`src/rtl/btn_debounce_pkg.sv`:
```
// Shared peripheral definitions for the button debouncer: bus offsets and button count.
package btn_debounce_pkg;

    localparam int NUM_BTN = 5;

    localparam logic [11:0] BTN_LVL_OFF = 12'h078;
    localparam logic [11:0] BTN_EVT_OFF = 12'h07C;

endpackage

```
`src/rtl/btn_debounce_cell.sv`:
```
// One button bit: two-flop synchronizer, hold counter, debounced level and rising-edge pulse.
module debounce_cell #(
    parameter int DEBOUNCE_CYCLES = 250000,
    parameter int CNT_W           = 18
) (
    input  logic clk,
    input  logic rst,
    input  logic din,
    output logic stable,
    output logic rise
);

    localparam logic [CNT_W-1:0] CNT_MAX = CNT_W'(DEBOUNCE_CYCLES - 1);

    logic             sync1;
    logic             sync2;
    logic [CNT_W-1:0] cnt;

    // Any sample that agrees with the accepted level discards the partial count,
    // so a glitch shorter than DEBOUNCE_CYCLES never reaches stable.
    always_ff @(posedge clk) begin
        if (!rst) begin
            sync1  <= 1'b0;
            sync2  <= 1'b0;
            cnt    <= '0;
            stable <= 1'b0;
            rise   <= 1'b0;
        end else begin
            sync1 <= din;
            sync2 <= sync1;
            rise  <= 1'b0;
            if (sync2 == stable) begin
                cnt <= '0;
            end else if (cnt == CNT_MAX) begin
                stable <= sync2;
                cnt    <= '0;
                rise   <= sync2;
            end else begin
                cnt <= cnt + 1'b1;
            end
        end
    end

endmodule

```
`src/rtl/btn_debounce.sv`:
```
// Five-button debouncer peripheral: debounced levels, rise pulses and a W1C sticky event register.
module btn_debounce
    import btn_debounce_pkg::*;
#(
    parameter int DEBOUNCE_CYCLES = 250000,
    parameter int CNT_W           = 18
) (
    input  logic                 clk,
    input  logic                 rst,
    input  logic [NUM_BTN-1:0]   button,
    input  logic [11:0]          addr,
    input  logic                 wen,
    input  logic [31:0]          wdata,
    output logic [31:0]          rdata,
    output logic [NUM_BTN-1:0]   btn_stable,
    output logic [NUM_BTN-1:0]   btn_rise
);

    logic [NUM_BTN-1:0] evt;
    logic [NUM_BTN-1:0] evt_clr;
    logic               unused_wdata;

    assign unused_wdata = ^wdata[31:NUM_BTN];

    for (genvar i = 0; i < NUM_BTN; i++) begin : g_cell
        debounce_cell #(
            .DEBOUNCE_CYCLES(DEBOUNCE_CYCLES),
            .CNT_W          (CNT_W)
        ) u_cell (
            .clk   (clk),
            .rst   (rst),
            .din   (button[i]),
            .stable(btn_stable[i]),
            .rise  (btn_rise[i])
        );
    end

    // Bus is zero-wait: a write takes effect at the edge where wen=1, reads are
    // combinational and side-effect free. No valid/ready handshake exists.
    assign evt_clr = (wen && addr == BTN_EVT_OFF) ? wdata[NUM_BTN-1:0] : '0;

    // A rise in the same cycle as its clear wins, so no event is ever lost.
    always_ff @(posedge clk) begin
        if (!rst) begin
            evt <= '0;
        end else begin
            evt <= (evt & ~evt_clr) | btn_rise;
        end
    end

    always_comb begin
        rdata = 32'h0;
        case (addr)
            BTN_LVL_OFF: rdata = {{(32-NUM_BTN){1'b0}}, btn_stable};
            BTN_EVT_OFF: rdata = {{(32-NUM_BTN){1'b0}}, evt};
            default:     rdata = 32'h0;
        endcase
    end

endmodule

```
`config.mk`:
```
export PLATFORM = sky130hd
export DESIGN_NAME = btn_debounce
export DESIGN_NICKNAME = d
export VERILOG_FILES = /design/src/rtl/btn_debounce_pkg.sv /design/src/rtl/btn_debounce_cell.sv /design/src/rtl/btn_debounce.sv
export SDC_FILE = /design/constraint.sdc
export NUM_CORES = 1
export LEC_CHECK = 0
export ABC_CLOCK_PERIOD_IN_PS = 2500
export CORE_MARGIN = 4
export CORE_UTILIZATION = 55
export CTS_BUF_LIST = sky130_fd_sc_hd__clkbuf_8
export DETAILED_ROUTE_END_ITERATION = 8
export PLACE_DENSITY = 0.83
export SYNTH_ARGS = -nofsm -noshare
export SYNTH_HDL_FRONTEND = slang
export SYNTH_SLANG_ARGS = --single-unit
```
`constraint.sdc`:
```
create_clock -name clk -period 2.5 [get_ports clk]
set_clock_uncertainty 0.1 [all_clocks]
set_input_delay 0.375 -clock clk [delete_from_list [all_inputs] [get_ports clk]]
set_output_delay 0.375 -clock clk [all_outputs]
set_load 0.02 [all_outputs]
```
=== After elaboration in Yosys (flattened, before gate mapping) ===
Cells that the tools add are included.
W data, S select, Z words.

* Register bits: 115
* Input port bits: 52
* Output and inout port bits: 42
* Logic and storage cells: 75

* Add/sub/neg operators: 5
* Equality and inequality tests: 12
* Multiplexer cells: 2
* Bitwise operators: 14
* Reduce and logical (&&, ||, !) cells: 16

{| class="wikitable"
|+ Operators by type and width
! cell !! number
|-
| $add A18 B1 Y18 const B || 5
|-
| $eq A18 B18 Y1 const B || 5
|-
| $reduce_or A3 Y1 || 10
|-
| $eq A12 B7 Y1 const B || 2
|-
| $not A1 Y1 || 11
|-
| $pmux W5 S2 || 1
|-
| $reduce_and A2 Y1 || 5
|-
| $and A5 B5 Y5 || 1
|-
| $eq A1 B1 Y1 || 5
|-
| $mux W5 || 1
|-
| $not A5 Y5 || 1
|-
| $or A5 B5 Y5 || 1
|-
| $logic_and A1 B1 Y1 || 1
|}

=== Longest topological paths before layout ===
* Word-level depth: 6
* Depth in mapped cells: 7
* Depth with buffers taken out: 5

=== By module ===
Synthesis repeated with hierarchy kept, for this count alone.

* Cells, all modules: 600
* Area total of the unflattened synthesis: 5381.4 um2

{| class="wikitable"
|+ Modules (own cells, without submodules)
! module !! instances !! cells each !! area an instance (um2) !! seq. area each (um2)
|-
| debounce_cell || 5 || 107 || 973.4 || 440.4
|-
| btn_debounce || 1 || 65 || 514.2 || 100.1
|}

=== Least setup slack after synthesis ===
OpenSTA, ideal clock, no wires.

* Path kind: register to register
* From: register g_cell[1].u_cell.cnt[0]
* To: register g_cell[1].u_cell.cnt[16]
* Library setup time: 0.115 ns
* Arrival time: 1.716 ns
* Data required time: 2.285 ns
* Slack: 0.570 ns
* Stages on the path, launching flop included: 7
* Path buffers: 1
* Period minus slack after synthesis: 1.930 ns
* Cell sequence: dfxtp_1 ha_1 nand3_1 or4_4 o211ai_2 buf_4 nor2_1

* Word-level cells in the longest chain between the ends: 2
* Elaborated cells between the ends (all ways): 3
* Classes of those cells: add/sub: 1; eq/ne: 1; reduce/logical: 1

{| class="wikitable"
|+ RTL lines
! item !! RTL line !! source
|-
| start, declared || btn_debounce_cell.sv:17 || <nowiki>logic [CNT_W-1:0] cnt;</nowiki>
|-
| start signal, assigned || btn_debounce_cell.sv:39 || <nowiki>cnt <= cnt + 1'b1;</nowiki>
|-
| parallel branches: the longest is 2 deep, another holds $add A18 B1 Y18 || -- ||
|}

Several ways; the timed one is not identified.
A chain may end at the register's enable or synchronous reset.

=== Worst setup path in the final report ===
* From: input addr[6]
* To: output rdata[1]

* Word-level cells in the longest chain between the ends: 2
* Elaborated cells between the ends (all ways): 3
* Classes of those cells: eq/ne: 2; mux: 1

{| class="wikitable"
|+ RTL lines
! item !! RTL line !! source
|-
| start, declared || btn_debounce.sv:11 || <nowiki>input logic [11:0] addr,</nowiki>
|-
| $eq A12 B7 Y1 || btn_debounce.sv:53 || <nowiki>case (addr)</nowiki>
|-
| $pmux W5 S2 * || btn_debounce.sv:53 ||
|-
| end, declared || btn_debounce.sv:14 || <nowiki>output logic [31:0] rdata,</nowiki>
|}

Every way passes the cells marked *; elsewhere a longest branch is shown, timed or not.

==> summary.md <==
| Metric | Value |
|---|---|
| First-pass GRT wire length | 19100 um |
| Share of cells above drive strength 1 | 0.0926 |
| Cell leakage power | 2.10 nW |
| FF-to-FF End | g_cell[3].u_cell.cnt[16] |
| Yosys warns | 0 |
| Syn Inst Count | 603 |
| CP arrival | 1.91 ns |
| Initial core utilization | 0.571 |
| Final setup violation count | 0 |
| Post-Place Cell Area | 0.00575 sq mm |
| Post-route ant nets | 0 |
| Via Count | 4303 |
| Die area | 0.0114 sq mm |
| CTS clk-pin slew, worst paths | 0.06 ns |
| Fin crit share | 0.955 |
| WS Path Type | input port to output port |
| Flop pwr share | 0.466 |
| Initial drt markers | 237 |
| DIE WIDTH | 107 um |
| Worst-skew pair later-pin latency | 0.43 ns |
| Max IR drop VDD | 0.505 mV |
| Crit end category | output port |
| Internal | 3.18 mW |
| Placed insts | 756 |
| Vias in the first global route | 4211 |
| PortBufs | 39 |
| Average routed wire per standard cell | 14.2 um |
| Layout Cells excl Fill | 788 |
| Startpoint Class | input port |
| Synth Cell Area | 0.00535 sq mm |
| CTS tree | built |
| Largest net degree at the start of global routing | 19 |
| Reg2Reg Depth | 5 |
| RR Startpoint | g_cell[3].u_cell.cnt[0] |
| Worst path buffer plus inverter count | 3 |
| Hold WS | 0.337 ns |
| R2r setup slk | 0.39 ns |
| CP cell instances | clkdlybuf4s50_1, nor4bb_2, nand4b_1, nor2_2, buf_4, a22o_1, buf_2 |
| CTS Sinks | 115 |
| GP Congestion | 0.887 |
| Max Buffers Root-to-Sink | 2 |
| Cell with the most instances after synthesis | dfxtp_1 |
| Psw | 0.787 mW |
| GRT Util Overall | 0.205 |
| Fin. Hold Viols | 0 |
| Row cnt | 35 |
| GR Overflow Total | 0 |
| Area leader, netlist | dfxtp_1 |
| Clock power frac | 0.503 |
| Area delta synth->final | 15.9% |
| Final wirelength | 11200 um |
| Die Y-Extent | 107 um |
| Slowest cell on crit path | clkdlybuf4s50_1 |
| Combinational share of power | 0.031 |
| Worst slew margin | 0.531 |
| Fin crit period | 2.39 ns |
| Yosys cell types | 41 |
| Mean area per synthesized cell | 8.88 sq um |
| EDFF count, synth | 0 |
| Core area | 0.00937 sq mm |
| Synth cell count leaders | 115 x dfxtp_1, 90 x nor2_1, 45 x xnor2_1 |
| Sw Share | 0.199 |
| Crit-path max FO | 3 |
| Max Cap Viol | 0 |
| Final nets | 703 |
| First-pass iteration count of the detailed router | 4 |
| Setup crit start | addr[6] |
| Top-area cell type share of the netlist area | 0.430 |
| Worst Slack Setup Final | 0.113 ns |
| Vias/cell | 5.46 |
| Stages on the worst setup path | 7 |
| Synth Register Bits | 115 |
| # diodes | 0 |
| Slew Limit Fails | 0 |
| IO Pins | 94 |
| Fin area | 0.00620 sq mm |
| Crit path largest cell delay | 0.48 ns |
| Worst hold path class | register to register |
| Main synth FF type | dfxtp_1 |
| Top cell family by delay on the critical path | buffers and inverters |
| CP endpoint | rdata[1] |
| Status | complete, no violations |
| Worst-Margin Slew | 0.701 ns |
| PD cells | 639 mW/mm^2 |
| Max Clk Rate | 419 MHz |
| DP Worst Slack | -0.344 ns |
| Initial antenna violation count | 0 |
| Post-DP HPWL | 7920 um |
| DRC viols | 0 |
| Required time of the worst setup path | 2.03 ns |
| Async S/R FF share, synth | 0 |
| Root buffer cell | clkbuf_8 |
| Seq/Total Area, Yosys | 0.430 |
| CTS H-Tree Depth | 4 |
| Synth top area cells | dfxtp_1 43%, xnor2_1 7.4%, nor2_1 6.3%, buf_4 5.3%, xor2_1 4.7% |
| CTS Buf Count | 17 |
-- timing repair --
action / CTS / global route
gates resized for setup: 16 / 7
setup buffers: 0 / 0
hold buffers: 0 / 0
pin swaps: 0 / 1
setup endpoints to repair: 5 / 5
-- power groups by stage --
stage / sequential, mW / clock, mW / combinational [mW]
6_report: 1.85 / 1.99 / 0.122
3_3_place_gp: 1.89 / 0 / 0.116
3_5_place_dp: 1.89 / 0 / 0.119
2_1_floorplan: 1.89 / 0 / 0.0986
5_1_grt: 1.85 / 2.12 / 0.133
4_1_cts: 1.85 / 2.03 / 0.120
-- layout by cell type, fill, tap and decap left out, drive strengths merged --
master / Yosys / layout
o211ai: 6 / 6
ha: 5 / 5
xor2: 29 / 29
nand2b: 1 / 1
nor4b: 4 / 4
o21ai: 11 / 11
clkbuf: 9 / 21
mux2i: 2 / 2
nand4: 29 / 29
a22o: 5 / 5
inv: 19 / 21
conb: 1 / 27
nand2: 27 / 27
nand4b: 2 / 2
o41ai: 4 / 4
and4: 7 / 7
bufinv: 0 / 5
and3: 12 / 12
dfxtp: 115 / 115
or3: 8 / 8
buf: 45 / 18
o31ai: 6 / 6
xnor2: 45 / 45
clkinv: 0 / 4
a21oi: 11 / 11
nor3: 12 / 12
and2: 14 / 14
or4b: 2 / 2
clkdlybuf4s50: 0 / 34
nor2b: 1 / 1
or4: 9 / 9
nor4bb: 3 / 3
nand3: 35 / 35
nor4: 29 / 29
nor2: 90 / 90
a31oi: 5 / 5
-- sequential cells by signal, summed over array words and instances (netlist names) --
signal and count:
g_cell.u_cell.cnt 90, evt 5, g_cell.u_cell.rise 5, g_cell.u_cell.stable 5
g_cell.u_cell.sync1 5, g_cell.u_cell.sync2 5
-- area by class of cell --
| class | instances | area (sq um) |
|---|---|---|
| inverter | 19 | 71.3 |
| clock buffer | 21 | 289 |
| multi-input combinational | 441 | 2730 |
| tap | 129 | 161 |
| sequential | 115 | 2300 |
| timing repair buffer | 52 | 465 |
| clock inverter | 11 | 181 |
| fill | 741 | 3170 |
-- kinds of logic after synthesis --
kind of cell,Yosys count,synth area share
XOR/XNOR,74,0.121
buffers and inverters,73,0.0795
AND/OR/NAND/NOR,285,0.290
AO/OA/AOI/OAI,48,0.0636
flip-flops,115,0.430
adder cells (fa/ha/maj),5,0.0117
other,1,0.000700
multiplexers,2,0.00374
-- metal layers --
metal / global-route usage / part of all wire / up-vias
met5: 0 / 0 / -
met4: 0.0776 / 0.018 / 0
met3: 0.0602 / 0.050 / 24
met2: 0.354 / 0.51 / 102
met1: 0.241 / 0.42 / 2028
li1: - / - / 2149
-- worst min-delay path by stage --
stage,slack (ns),cells past startpoint,endpoint,start
after floorplan,0.31,1,g_cell[0].u_cell.sync2,g_cell[0].u_cell.sync1
after global placement,0.31,1,g_cell[2].u_cell.sync2,g_cell[2].u_cell.sync1
after detailed placement,0.32,1,g_cell[4].u_cell.sync2,g_cell[4].u_cell.sync1
after CTS,0.34,1,g_cell[1].u_cell.sync2,g_cell[1].u_cell.sync1
after global routing,0.36,1,g_cell[1].u_cell.sync2,g_cell[1].u_cell.sync1
final,0.34,1,g_cell[0].u_cell.sync2,g_cell[0].u_cell.sync1
-- per-stage QoR --
stage                     total power, mW  setup TNS, ns  utilization
after global placement               2.00          -1.46        0.613
after detailed placement             2.01          -1.66        0.613
after global routing                 4.11        -0.0109        0.662
after floorplan                      1.99              0            -
final                                3.96              0        0.662
after CTS                            3.99              0        0.664
-- worst register-to-register path, stage by stage, from the launching register on --
cell     delay (ns)
dfxtp_1        0.39
ha_1           0.24
nand3_2        0.20
or4_1          0.61
or3_1          0.34
a21oi_1        0.16
No activity file was read; power rests on OpenSTA's default activity.
